`src/rtl/ones_complement_serial_adder_pkg.sv`:
```
// rtl/ones_complement_serial_adder_pkg.sv - shared FSM state encoding for the serial one's-complement adder
package ones_complement_serial_adder_pkg;

   typedef enum logic [1:0] {
      S_IDLE = 2'd0,
      S_ADD  = 2'd1,
      S_WRAP = 2'd2,
      S_DONE = 2'd3
   } state_t;

endpackage

```
`src/rtl/ones_complement_serial_adder_full_adder_bit.sv`:
```
// rtl/ones_complement_serial_adder_full_adder_bit.sv - combinational 1-bit full adder cell
module full_adder_bit (
   input  logic i_a,
   input  logic i_b,
   input  logic i_c,
   output logic o_s,
   output logic o_c
);

   assign o_s = i_a ^ i_b ^ i_c;
   assign o_c = (i_a & i_b) | (i_a & i_c) | (i_b & i_c);

endmodule

```
`src/rtl/ones_complement_serial_adder.sv`:
```
// rtl/ones_complement_serial_adder.sv - bit-serial one's-complement adder with end-around carry pass
module ones_complement_serial_adder
   import ones_complement_serial_adder_pkg::*;
#(
   parameter int WIDTH = 8
) (
   input  logic             clk,
   input  logic             rst_n,
   input  logic             start,
   input  logic [WIDTH-1:0] a,
   input  logic [WIDTH-1:0] b,
   output logic             ready,
   output logic             busy,
   output logic             valid,
   output logic [WIDTH-1:0] sum,
   output logic             eac
);

   localparam int CW = $clog2(WIDTH) + 1;

   state_t           r_state;
   state_t           w_next;
   logic [WIDTH-1:0] r_a_sr;
   logic [WIDTH-1:0] r_b_sr;
   logic [WIDTH-2:0] r_work;
   logic [WIDTH-1:0] r_sum;
   logic             r_carry;
   logic             r_eac;
   logic [CW-1:0]    r_cnt;

   logic             w_s;
   logic             w_co;
   logic             w_last;
   logic [WIDTH-1:0] w_word;

   full_adder_bit u_fa (
      .i_a (r_a_sr[0]),
      .i_b (r_b_sr[0]),
      .i_c (r_carry),
      .o_s (w_s),
      .o_c (w_co)
   );

   assign w_last = (r_cnt == CW'(WIDTH - 1));
   // Work register plus the current bit form the LSB-aligned word on the last step
   assign w_word = {w_s, r_work};

   always_ff @(posedge clk or negedge rst_n) begin
      if (!rst_n) r_state <= S_IDLE;
      else        r_state <= w_next;
   end

   always_comb begin
      w_next = r_state;
      unique case (r_state)
         S_IDLE: if (start) w_next = S_ADD;
         S_ADD:  if (w_last) w_next = w_co ? S_WRAP : S_DONE;
         S_WRAP: if (w_last) w_next = S_DONE;
         S_DONE: w_next = S_IDLE;
         default: w_next = S_IDLE;
      endcase
   end

   always_ff @(posedge clk or negedge rst_n) begin
      if (!rst_n) begin
         r_a_sr  <= '0;
         r_b_sr  <= '0;
         r_work  <= '0;
         r_sum   <= '0;
         r_carry <= 1'b0;
         r_eac   <= 1'b0;
         r_cnt   <= '0;
      end else begin
         unique case (r_state)
            S_IDLE: begin
               if (start) begin
                  r_a_sr  <= a;
                  r_b_sr  <= b;
                  r_carry <= 1'b0;
                  r_cnt   <= '0;
               end
            end
            S_ADD, S_WRAP: begin
               r_a_sr  <= r_a_sr >> 1;
               r_b_sr  <= r_b_sr >> 1;
               r_work  <= w_word[WIDTH-1:1];
               r_carry <= w_co;
               r_cnt   <= r_cnt + CW'(1);
               if (w_last) begin
                  if (r_state == S_ADD && w_co) begin
                     // Second pass re-adds the carry-out at bit 0
                     r_a_sr  <= w_word;
                     r_b_sr  <= '0;
                     r_carry <= 1'b1;
                     r_eac   <= 1'b1;
                     r_cnt   <= '0;
                  end else begin
                     r_sum <= w_word;
                     if (r_state == S_ADD) r_eac <= 1'b0;
                  end
               end
            end
            default: ;
         endcase
      end
   end

   assign ready = (r_state == S_IDLE);
   assign busy  = (r_state == S_ADD) || (r_state == S_WRAP);
   assign valid = (r_state == S_DONE);
   assign sum   = r_sum;
   assign eac   = r_eac;

endmodule

```
`config.mk`:
```
export PLATFORM = sky130hd
export DESIGN_NAME = ones_complement_serial_adder
export DESIGN_NICKNAME = d
export VERILOG_FILES = /design/src/rtl/ones_complement_serial_adder_pkg.sv /design/src/rtl/ones_complement_serial_adder_full_adder_bit.sv /design/src/rtl/ones_complement_serial_adder.sv
export SDC_FILE = /design/constraint.sdc
export NUM_CORES = 1
export LEC_CHECK = 0
export BUFFER_PORTS_ARGS = -buffer_cell sky130_fd_sc_hd__buf_2
export CAP_MARGIN = 25
export CORE_MARGIN = 10
export CORE_UTILIZATION = 60
export DETAILED_ROUTE_END_ITERATION = 16
export PLACE_DENSITY = 0.84
export SYNTH_ARGS = -nofsm -noshare
export SYNTH_HDL_FRONTEND = slang
export SYNTH_SLANG_ARGS = --single-unit
```
`constraint.sdc`:
```
create_clock -name clk -period 3.9 [get_ports clk]
set_clock_uncertainty 0.05 [all_clocks]
set_input_delay 0.78 -clock clk [delete_from_list [all_inputs] [get_ports clk]]
set_output_delay 0.78 -clock clk [all_outputs]
set_load 0.005 [all_outputs]
```
==> results.toml, run 1 <==
[status]
status = "finished, final reports clean"

[timing]
period_needed_ps = 2720
fin_ws_ps = 1180
setup_viol = 0
tns_ps = 0
maxSlewHeadroom_pct = 43.8
timing_hold_violations_final = 0
tightest_slew_ps = 843
fin_crit_sh_pct = 69.8
slew_violations = 0
max_freq_ghz = 0.368
rsz0062_at_grt = "false"

[floorplanning]
rows = 20
die_h_um = 77.1
start_util_pct = 63.6
design.core.area_um2 = 3080
die_area_um2 = 5950
io_pins = 31
die_w_um = 77.1

[cts]
cts_resized = 0
cts_tree = "built"
numCtsBuffers = 5
clkSlewWorstSetupHoldPaths_ps = 120
insertion_delay_ps = 360
cts_max_level = 2
postCtsSetupBuffers = 0
cts_hold_buffers = 0
clock_sinks = 39
clk_root_buffer_cell = "clkbuf_4"
clock_path_buffers = 2

[layout]
antenna_cells = 0
final_cells = 263
drive_above_1_share_pct = 26.9
fill_cells = 228
synthToLayoutAreaGrowth_pct = 13.7
finalNetCount = 244

[synth]
syn_inst = 190
ys_warn_count = 0
yosysUniqueCellTypes = 32
ys_ff_latch = 39
synthesis.nets = 216
synth_top_area_cell = "dfrtp_1"
synth.yosys.seq_area_share_pct = 49.9
syn_area_um2 = 1960
syn_area_per_cell_um2 = 10.3
synth.top_cells.by_area = "dfrtp_1 50%, mux2_2 9.2%, nand2_1 4.2%"
netlist.area_leader.share_pct = 49.9

[global_routing]
grt_overflow = 0
grt_max_degree = 40
antenna_found_initial = 0
grt_pass1_wl_mm = 7.70
grt_pass1_vias = 1612
track_usage_pct = 15.5

[detailed_routing]
drt_iter0_markers = 157
wirelength_mm = 4.47
firstDrtPassIters = 4
num_vias = 1529
ant_nets = 0
drc = 0
vias_per_cell = 5.81
avgRoutedWirePerCell_um = 17.0

[run]
cap_viol_max_count = 0

[setup_path]
critPathLaunchType = "flop"
crit_path_cell_trace = "inv_1 -> ha_1 -> buf_2"
cp_top_family = "adder cells"
rrSetupSlack_ps = 1210
endpoint_kind = "output pin"
crit_arrival_ps = 1890
worstPathRequired_ps = 3070
worst-path-buf-inv = 2
crit_path_start = "r_state[0]$_DFFE_PN0P_"
cpPeakStageDelay_ps = 770
r2r-start = "r_state[0]$_DFFE_PN0P_"
cp_slowest_cell = "ha_1"
path_max_fanout = 20
crit_type = "flop to output pin"
r2r-end = "r_cnt[2]$_DFFE_PN0P_"
worstRegToRegCells = 7

[place]
io_buffers = 30
dpl.cell_count = 255
dpl.hpwl_mm = 3.16
finalWeightedCongestion = 0.792
place_ws_ps = 1250

[pwr]
p_leak_uw = 0.00106
peakVddDrop_mv = 0.564
powerDensity_nw_per_um2 = 973

[worst_hold_path]
hold_path.class = "primary input to async pin"
area by class of cell:
cell class | instances | area (um2) | share of cell area (%)
inverters | 11 | 41.3 | 1.86
well taps | 44 | 55.1 | 2.47
clock inverters | 3 | 67.6 | 3.04
multi-input cells | 129 | 882 | 39.7
repair buffers | 32 | 165 | 7.42
clock buffers | 5 | 37.5 | 1.69
flip-flops and latches | 39 | 976 | 43.9
layout by cell type (no fill, tap or decap), types with 2 or more instances in the layout:
| cell type | n |
|---|---|
| dfrtp_1 | 39 |
| buf_2 | 30 |
| nand2_1 | 22 |
| nor2_1 | 20 |
| mux2_2 | 16 |
| inv_1 | 11 |
| a31oi_1 | 8 |
| a21oi_1 | 8 |
| o22a_1 | 7 |
| o22ai_1 | 7 |
| a311oi_1 | 6 |
| ha_1 | 6 |
| o21ai_0 | 5 |
| nand3_1 | 5 |
| clkbuf_4 | 5 |
| nor2b_1 | 3 |
| a22o_1 | 3 |
| o31ai_1 | 2 |
| bufinv_16 | 2 |
| buf_4 | 2 |
report_power, final:
part | switching [uW] | internal, uW
logic | 601 | 480
clock network | 143 | 199
registers | 140 | 601
total | 883 | 1280
cell usage after synthesis (all sizes together):
master,number
ha,6
o22a,7
mux2,16
nor2b,3
o31ai,2
a22o,3
fa,1
o32a,1
nor3,1
dfrtp,39
and3b,1
nor2,20
inv,11
clkbuf,4
buf,7
o22ai,7
and2,1
a31oi,8
a311oi,7
a21oi,8
nand2,22
nand3,7
and2b,1
o21ai,6
nand2b,1
worst register-to-register path, stage by stage, from the launching register on:
cell and delay, ps:
dfrtp_1 440, inv_1 120, ha_1 450, buf_4 260
nor2b_1 680, nor2_1 100, mux2_2 300, a22o_1 180
worst max path at each step:
stage / to / cells past startpoint
final: busy / 3
after floorplan: r_carry$_DFFE_PN0P_ / 5
after global placement: r_a_sr[7]$_DFFE_PN0P_ / 6
after CTS: busy / 3
after detailed placement: r_cnt[2]$_DFFE_PN0P_ / 7
after global routing: r_b_sr[2]$_DFFE_PN0P_ / 7
cell families (layout without fill, tap and decap cells):
logic type	count (synthesis)	after routing	share of synthesized area (%)
AO/OA/AOI/OAI	49	49	17.6
flip-flops	39	39	49.9
buffers and inverters	22	51	5.05
AND/OR/NAND/NOR	57	57	13.4
multiplexers	16	16	9.21
adder cells (fa/ha/maj)	7	7	4.86
sequential cells by signal, summed over array words and instances (netlist names):
signal / cells
eac: 1
r_a_sr: 8
r_b_sr: 8
r_carry: 1
r_cnt: 4
r_state: 2
r_work: 7
sum: 8
layer usage:
layer	part of all wire [%]	track usage [%]	routed length, um	vias to the layer above
li1	-	-	-	727
met1	43	18.6	1910	750
met2	50	25.5	2220	45
met3	6.0	5.24	268	7
met4	1.5	5.11	68	0
met5	0	0	0	-
stage by stage:
step / util [%] / total power (uW) / hold slack [ps] / area, um2
floorplan: - / 1540 / 417 / 1960
global placement: 68.9 / 1740 / 417 / 2120
detailed placement: 68.9 / 1820 / 431 / 2120
CTS: 72.3 / 2170 / 460 / 2220
global route: 72.3 / 2350 / 489 / 2220
finish: 72.3 / 2160 / 452 / 2220
Note: power is estimated with default switching activity, not from simulation.
==> inputs of run 2 (changes only) <==
--- a/config.mk
+++ b/config.mk
@@ -8,9 +8,9 @@
 export BUFFER_PORTS_ARGS = -buffer_cell sky130_fd_sc_hd__buf_2
 export CAP_MARGIN = 25
 export CORE_MARGIN = 10
-export CORE_UTILIZATION = 60
+export CORE_UTILIZATION = 50
 export DETAILED_ROUTE_END_ITERATION = 16
-export PLACE_DENSITY = 0.84
+export PLACE_DENSITY = 0.75
 export SYNTH_ARGS = -nofsm -noshare
 export SYNTH_HDL_FRONTEND = slang
 export SYNTH_SLANG_ARGS = --single-unit
==> constraint.sdc (replaced) <==
create_clock -name clk -period 2.4 [get_ports clk]
set_clock_uncertainty 0.05 [all_clocks]
set_input_delay 0.48 -clock clk [delete_from_list [all_inputs] [get_ports clk]]
set_output_delay 0.48 -clock clk [all_outputs]
set_load 0.005 [all_outputs]
==> run 2 against run 1 <==
  * First-iteration DRC count fell by 38%
  * Via count up 1.8%
  * Final cell count is 2.7% higher
  * Clock-buffer cell count is the same
  * Setup slack worse by 930 ps
  * Critical path depth unchanged
  * Critical path type unchanged
  * Largest power group unchanged
  * Largest cell class unchanged
  * Clock power grew 61%
  * Die area increased by 15%
  * Routed wire length decreased by 3.2%
  * Highest routed layer unchanged
  * Critical endpoint unchanged
==> results.toml, run 2 (same netlist as run 1, synthesis figures left out) <==
[setup_path]
worstPathRequired_ps = 1870
critPathLaunchType = "flop"
endpoint_kind = "output pin"
crit_type = "flop to output pin"
crit_arrival_ps = 1620
path_max_fanout = 14

[cts]
numCtsBuffers = 5
cts_max_level = 2
cts_resized = 0
postCtsSetupBuffers = 0
clkSlewWorstSetupHoldPaths_ps = 80
clk_root_buffer_cell = "clkbuf_8"
clock_sinks = 39
clock_path_buffers = 2
cts_tree = "built"
cts_hold_buffers = 0
insertion_delay_ps = 290

[timing]
fin_ws_ps = 254
period_needed_ps = 2150
hold_slack_ps = 253
tns_ps = 0
maxSlewHeadroom_pct = 41.9
setup_viol = 0
fin_crit_sh_pct = 89.4
tightest_slew_ps = 871
max_freq_ghz = 0.466
rsz0062_at_grt = "false"
timing_hold_violations_final = 0
slew_violations = 0

[place]
dpl.hpwl_mm = 3.01
place_area_um2 = 2150
finalWeightedCongestion = 0.782
io_buffers = 30
place_ws_ps = 388

[floorplanning]
die_area_um2 = 6820
design.core.area_um2 = 3720
rows = 22
start_util_pct = 52.7
die_h_um = 82.6
die_w_um = 82.6
io_pins = 31

[pwr]
total_power_uw = 3530
peakVddDrop_mv = 0.788
p_leak_uw = 0.00108
powerDensity_nw_per_um2 = 1560

[global_routing]
grt_pass1_vias = 1497
grt_overflow = 0
grt_max_degree = 40
track_usage_pct = 13.2
grt_pass1_wl_mm = 7.07
antenna_found_initial = 0

[run]
cap_viol_max_count = 0

[status]
status = "finished, final reports clean"

[layout]
design_area_um2 = 2260
layout_common_cells = "39 x dfrtp_1, 30 x buf_2, 22 x nand2_1"
antenna_cells = 0
fill_cells = 335
finalNetCount = 247
layout_commonest_cell = "dfrtp_1"
synthToLayoutAreaGrowth_pct = 15.5
drive_above_1_share_pct = 27.9

[detailed_routing]
firstDrtPassIters = 4
drc = 0
num_vias = 1556
ant_nets = 0
wirelength_mm = 4.33
drt_iter0_markers = 98
vias_per_cell = 5.76
avgRoutedWirePerCell_um = 16.0

[worst_hold_path]
hold_path.class = "primary input to async pin"
run 2: cell types whose count changed in the layout (fill, tap and decap cells not counted), sizes merged:
cell	previous run	this run
clkinvlp	1	0
bufinv	2	1
clkinv	0	2
buf	32	35
run 2: layout make-up:
cell class | instances | area (um2) | area share (%)
clock buffer | 5 | 68.8 | 3.05
timing repair buffer | 35 | 188 | 8.31
sequential | 39 | 976 | 43.2
inverter | 11 | 41.3 | 1.83
clock inverter | 3 | 43.8 | 1.94
tap | 48 | 60.1 | 2.66
multi-input combinational | 129 | 882 | 39.0
run 2: critical path, cell delays in order (launching register included):
cell and delay [ps]:
dfrtp_1 440, inv_1 110, ha_1 570, buf_2 210
run 2: per-stage QoR:
stage	utilization [%]	cells
global placement	57.8	262
detailed placement	57.8	262
CTS	60.8	270
floorplan	-	190
global route	60.8	270
finish	60.8	270
run 2: path summary, 6_finish.rpt:
check                                  startpoint                     to  slack (ps)  depth (start not counted)
max in group asynchronous                   rst_n     sum[4]$_DFFE_PN0P_        1500                          1
max                        r_state[0]$_DFFE_PN0P_                   busy         250                          3
min reg2reg                    sum[6]$_DFFE_PN0P_     sum[6]$_DFFE_PN0P_         440                          2
min in group clk               sum[6]$_DFFE_PN0P_     sum[6]$_DFFE_PN0P_         440                          2
max reg2reg                r_state[0]$_DFFE_PN0P_  r_b_sr[1]$_DFFE_PN0P_         360                          6
min                                         rst_n   r_cnt[1]$_DFFE_PN0P_         250                          1
run 2: metal layers:
metal | routed length (um) | up-vias | GRT usage [%]
li1 | - | 737 | -
met1 | 2000 | 772 | 17.5
met2 | 2090 | 40 | 20.5
met3 | 180 | 7 | 2.81
met4 | 54 | 0 | 5.02
met5 | 0 | - | 0
run 2: power by group:
part | internal, uW | total [uW] | switching, uW
registers | 979 | 1210 | 226
logic | 811 | 1780 | 969
clock network | 310 | 549 | 240
==> inputs of run 3 (changes only) <==
--- a/config.mk
+++ b/config.mk
@@ -11,6 +11,8 @@
 export CORE_UTILIZATION = 50
 export DETAILED_ROUTE_END_ITERATION = 16
 export PLACE_DENSITY = 0.75
+export SETUP_SLACK_MARGIN = 0.4
 export SYNTH_ARGS = -nofsm -noshare
 export SYNTH_HDL_FRONTEND = slang
+export SYNTH_HIERARCHICAL = 1
 export SYNTH_SLANG_ARGS = --single-unit
==> run 3 against run 2 <==
  * Total power down 0.14%
  * Via count decreased by 4.9%
  * Final cell count shrank 7.4%
  * Non-clock buffer count shrank 1
  * Flip-flop and latch count stayed put
  * First-iteration DRC count increased by 53%
  * Largest cell class unchanged
  * Highest routed layer unchanged
==> results.toml, run 3 <==
[synth]
ys_ff_latch = 39
synth_edf_count = 0
syn_area_um2 = 1850
netlist.area_leader.share_pct = 52.7
synth_commonest_cells = "39 x dfrtp_1, 20 x nand2_1, 16 x mux2_2, 9 x nand3_1, 9 x nor2_1"
synthesis.nets = 194
syn_inst = 169
ys.flop_type = "dfrtp_1"
yosysMostFrequentCell = "dfrtp_1"
async_reset_ff_share_pct = 100
synth_top_area_cell = "dfrtp_1"
syn_area_per_cell_um2 = 11.0
synth.yosys.seq_area_share_pct = 52.7
ys_warn_count = 6
synth.top_cells.by_area = "dfrtp_1 53%, mux2_2 9.7%, nand2_1 4.1%"
yosysUniqueCellTypes = 27

[floorplanning]
rows = 22
design.core.area_um2 = 3630
io_pins = 31
die_area_um2 = 6540
start_util_pct = 51.0
die_h_um = 80.9
die_w_um = 80.9

[setup_path]
crit_type = "flop to flop"
critPathLaunchType = "flop"
cp_top_family = "simple AND/OR/NAND/NOR gates"
worstRegToRegCells = 4
path_max_fanout = 10
cpPeakStageDelay_ps = 550
cp_slowest_cell = "fa_1"
crit_arrival_ps = 2110
worst-path-buf-inv = 0
worst-path-stages = 4
endpoint_kind = "flop"
crit_path_cell_trace = "fa_1 -> and3_4 -> or4_1 -> nand3_1"
worstPathRequired_ps = 2580

[layout]
final_cells = 250
synthToLayoutAreaGrowth_pct = 17.4
antenna_cells = 0
layout_common_cells = "38 x dfrtp_1, 30 x buf_2, 20 x nand2_1"
drive_above_1_share_pct = 31.7
finalNetCount = 226
layout_commonest_cell = "dfrtp_1"

[global_routing]
grt_overflow = 0
antenna_found_initial = 0
grt_pass1_wl_mm = 7.27
track_usage_pct = 14.1
grt_pass1_vias = 1527
grt_max_degree = 40

[cts]
postCtsSetupBuffers = 0
cts_max_level = 2
clk_root_buffer_cell = "clkbuf_8"
cts_hold_buffers = 0
numCtsBuffers = 5
insertion_delay_ps = 290
clock_path_buffers = 2
clock_sinks = 39
cts_tree = "built"
clkSlewWorstSetupHoldPaths_ps = 80

[detailed_routing]
wirelength_mm = 4.34
vias_per_cell = 5.92
avgRoutedWirePerCell_um = 17.4
num_vias = 1479
drc = 0
firstDrtPassIters = 4
drt_iter0_markers = 150
ant_nets = 0

[place]
place_ws_ps = 214
dpl.cell_count = 242
io_buffers = 30
dpl.hpwl_mm = 3.23
finalWeightedCongestion = 0.826

[timing]
rsz0062_at_grt = "false"
timing_hold_violations_final = 0
fin_ws_ps = 468
tns_ps = 0
tightest_slew_ps = 852
max_freq_ghz = 0.518
period_needed_ps = 1930
slew_violations = 0
setup_viol = 0
fin_crit_sh_pct = 80.5
maxSlewHeadroom_pct = 43.2

[pwr]
clkPwrFrac_pct = 13.3
peakVddDrop_mv = 0.744
p_sw_share_pct = 40.9
seqPwrFrac_pct = 35.4
p_comb_share_pct = 51.3
internal_power_uw = 2090
powerDensity_nw_per_um2 = 1620
p_sw_uw = 1440
p_leak_uw = 0.000944

[worst_hold_path]
hold_path.class = "primary input to async pin"

[status]
status = "finished, final reports clean"

[run]
cap_viol_max_count = 0
==> run 3: changes by cell type in the layout (fill, tap and decap cells not counted), moves of 3 or more <==
cell	before	now
a32oi_1	0	8
a311oi_1	6	0
o21ai_1	1	4
inv_1	11	4
o21ai_0	5	2
nor2b_1	3	0
nor2_1	20	9
==> run 3: cell type report <==
class	instances	area (um2)
inverter	4	15.0
multi-input combinational	117	843
sequential	39	977
clock buffer	6	82.6
tap	48	60.1
fill	323	1460
clock inverter	2	16.3
timing repair buffer	34	180
==> run 3: per-layer routing <==
metal / GRT usage, % / routed length [um]
met5: 0 / 0
met4: 4.67 / 51
met3: 4.08 / 347
met2: 24.0 / 2150
met1: 16.6 / 1800
==> run 3: stage by stage <==
stage | util, % | hold WS (ps) | power (uW) | area, um2
2_1_floorplan | - | 134 | 2440 | 1850
3_3_place_gp | 56.5 | 425 | 2870 | 2050
3_5_place_dp | 56.5 | 430 | 3000 | 2050
4_1_cts | 59.5 | 265 | 3530 | 2160
5_1_grt | 59.8 | 305 | 3810 | 2170
6_report | 59.8 | 237 | 3530 | 2170
==> run 3: what timing repair did <==
| item | CTS | global route |
|---|---|---|
| pin swaps | 0 | 0 |
| gates resized for setup | 2 | 3 |
| endpoints found under the setup margin | 33 | 13 |
==> run 3: worst paths after layout <==
path	start	endpoint	slack (ps)
hold / removal	rst_n	r_work[2]$_DFFE_PN0N_	240
hold reg to reg	r_a_sr[7]$_DFFE_PN0P_	r_a_sr[7]$_DFFE_PN0P_	450
setup reg to reg	r_a_sr[0]$_DFFE_PN0P_	r_cnt[3]$_DFFE_PN0P_	470
min in group clk	a[7]	r_a_sr[7]$_DFFE_PN0P_	420
setup / recovery	r_a_sr[0]$_DFFE_PN0P_	r_cnt[3]$_DFFE_PN0P_	470
max in group asynchronous	rst_n	r_state[0]$_DFFE_PN0P_	1470
==> run 3: power groups by stage <==
| stage | Combinational, uW | Clock [uW] | Sequential [uW] |
|---|---|---|---|
| CTS | 1810 | 477 | 1240 |
| global placement | 1640 | 0 | 1230 |
| detailed placement | 1750 | 0 | 1260 |
| global route | 2010 | 507 | 1290 |
| finish | 1810 | 469 | 1250 |
| floorplan | 1250 | 0 | 1190 |
==> run 3: cell families after synthesis <==
kind of cell    Yosys count  synth area share [%]
buf+inv                  13                  3.04
simple gates             45                  11.3
mux                      16                  9.72
compound gates           50                  18.8
fa+ha+maj                 6                  4.46
flops                    39                  52.7
==> run 3: worst reg2reg max path: cells and delay by family, from the launching register on <==
kind / cells / cell delay (ps)
adders and majority gates: 1 / 550
and+or+nand+nor: 3 / 840
DFF: 1 / 430
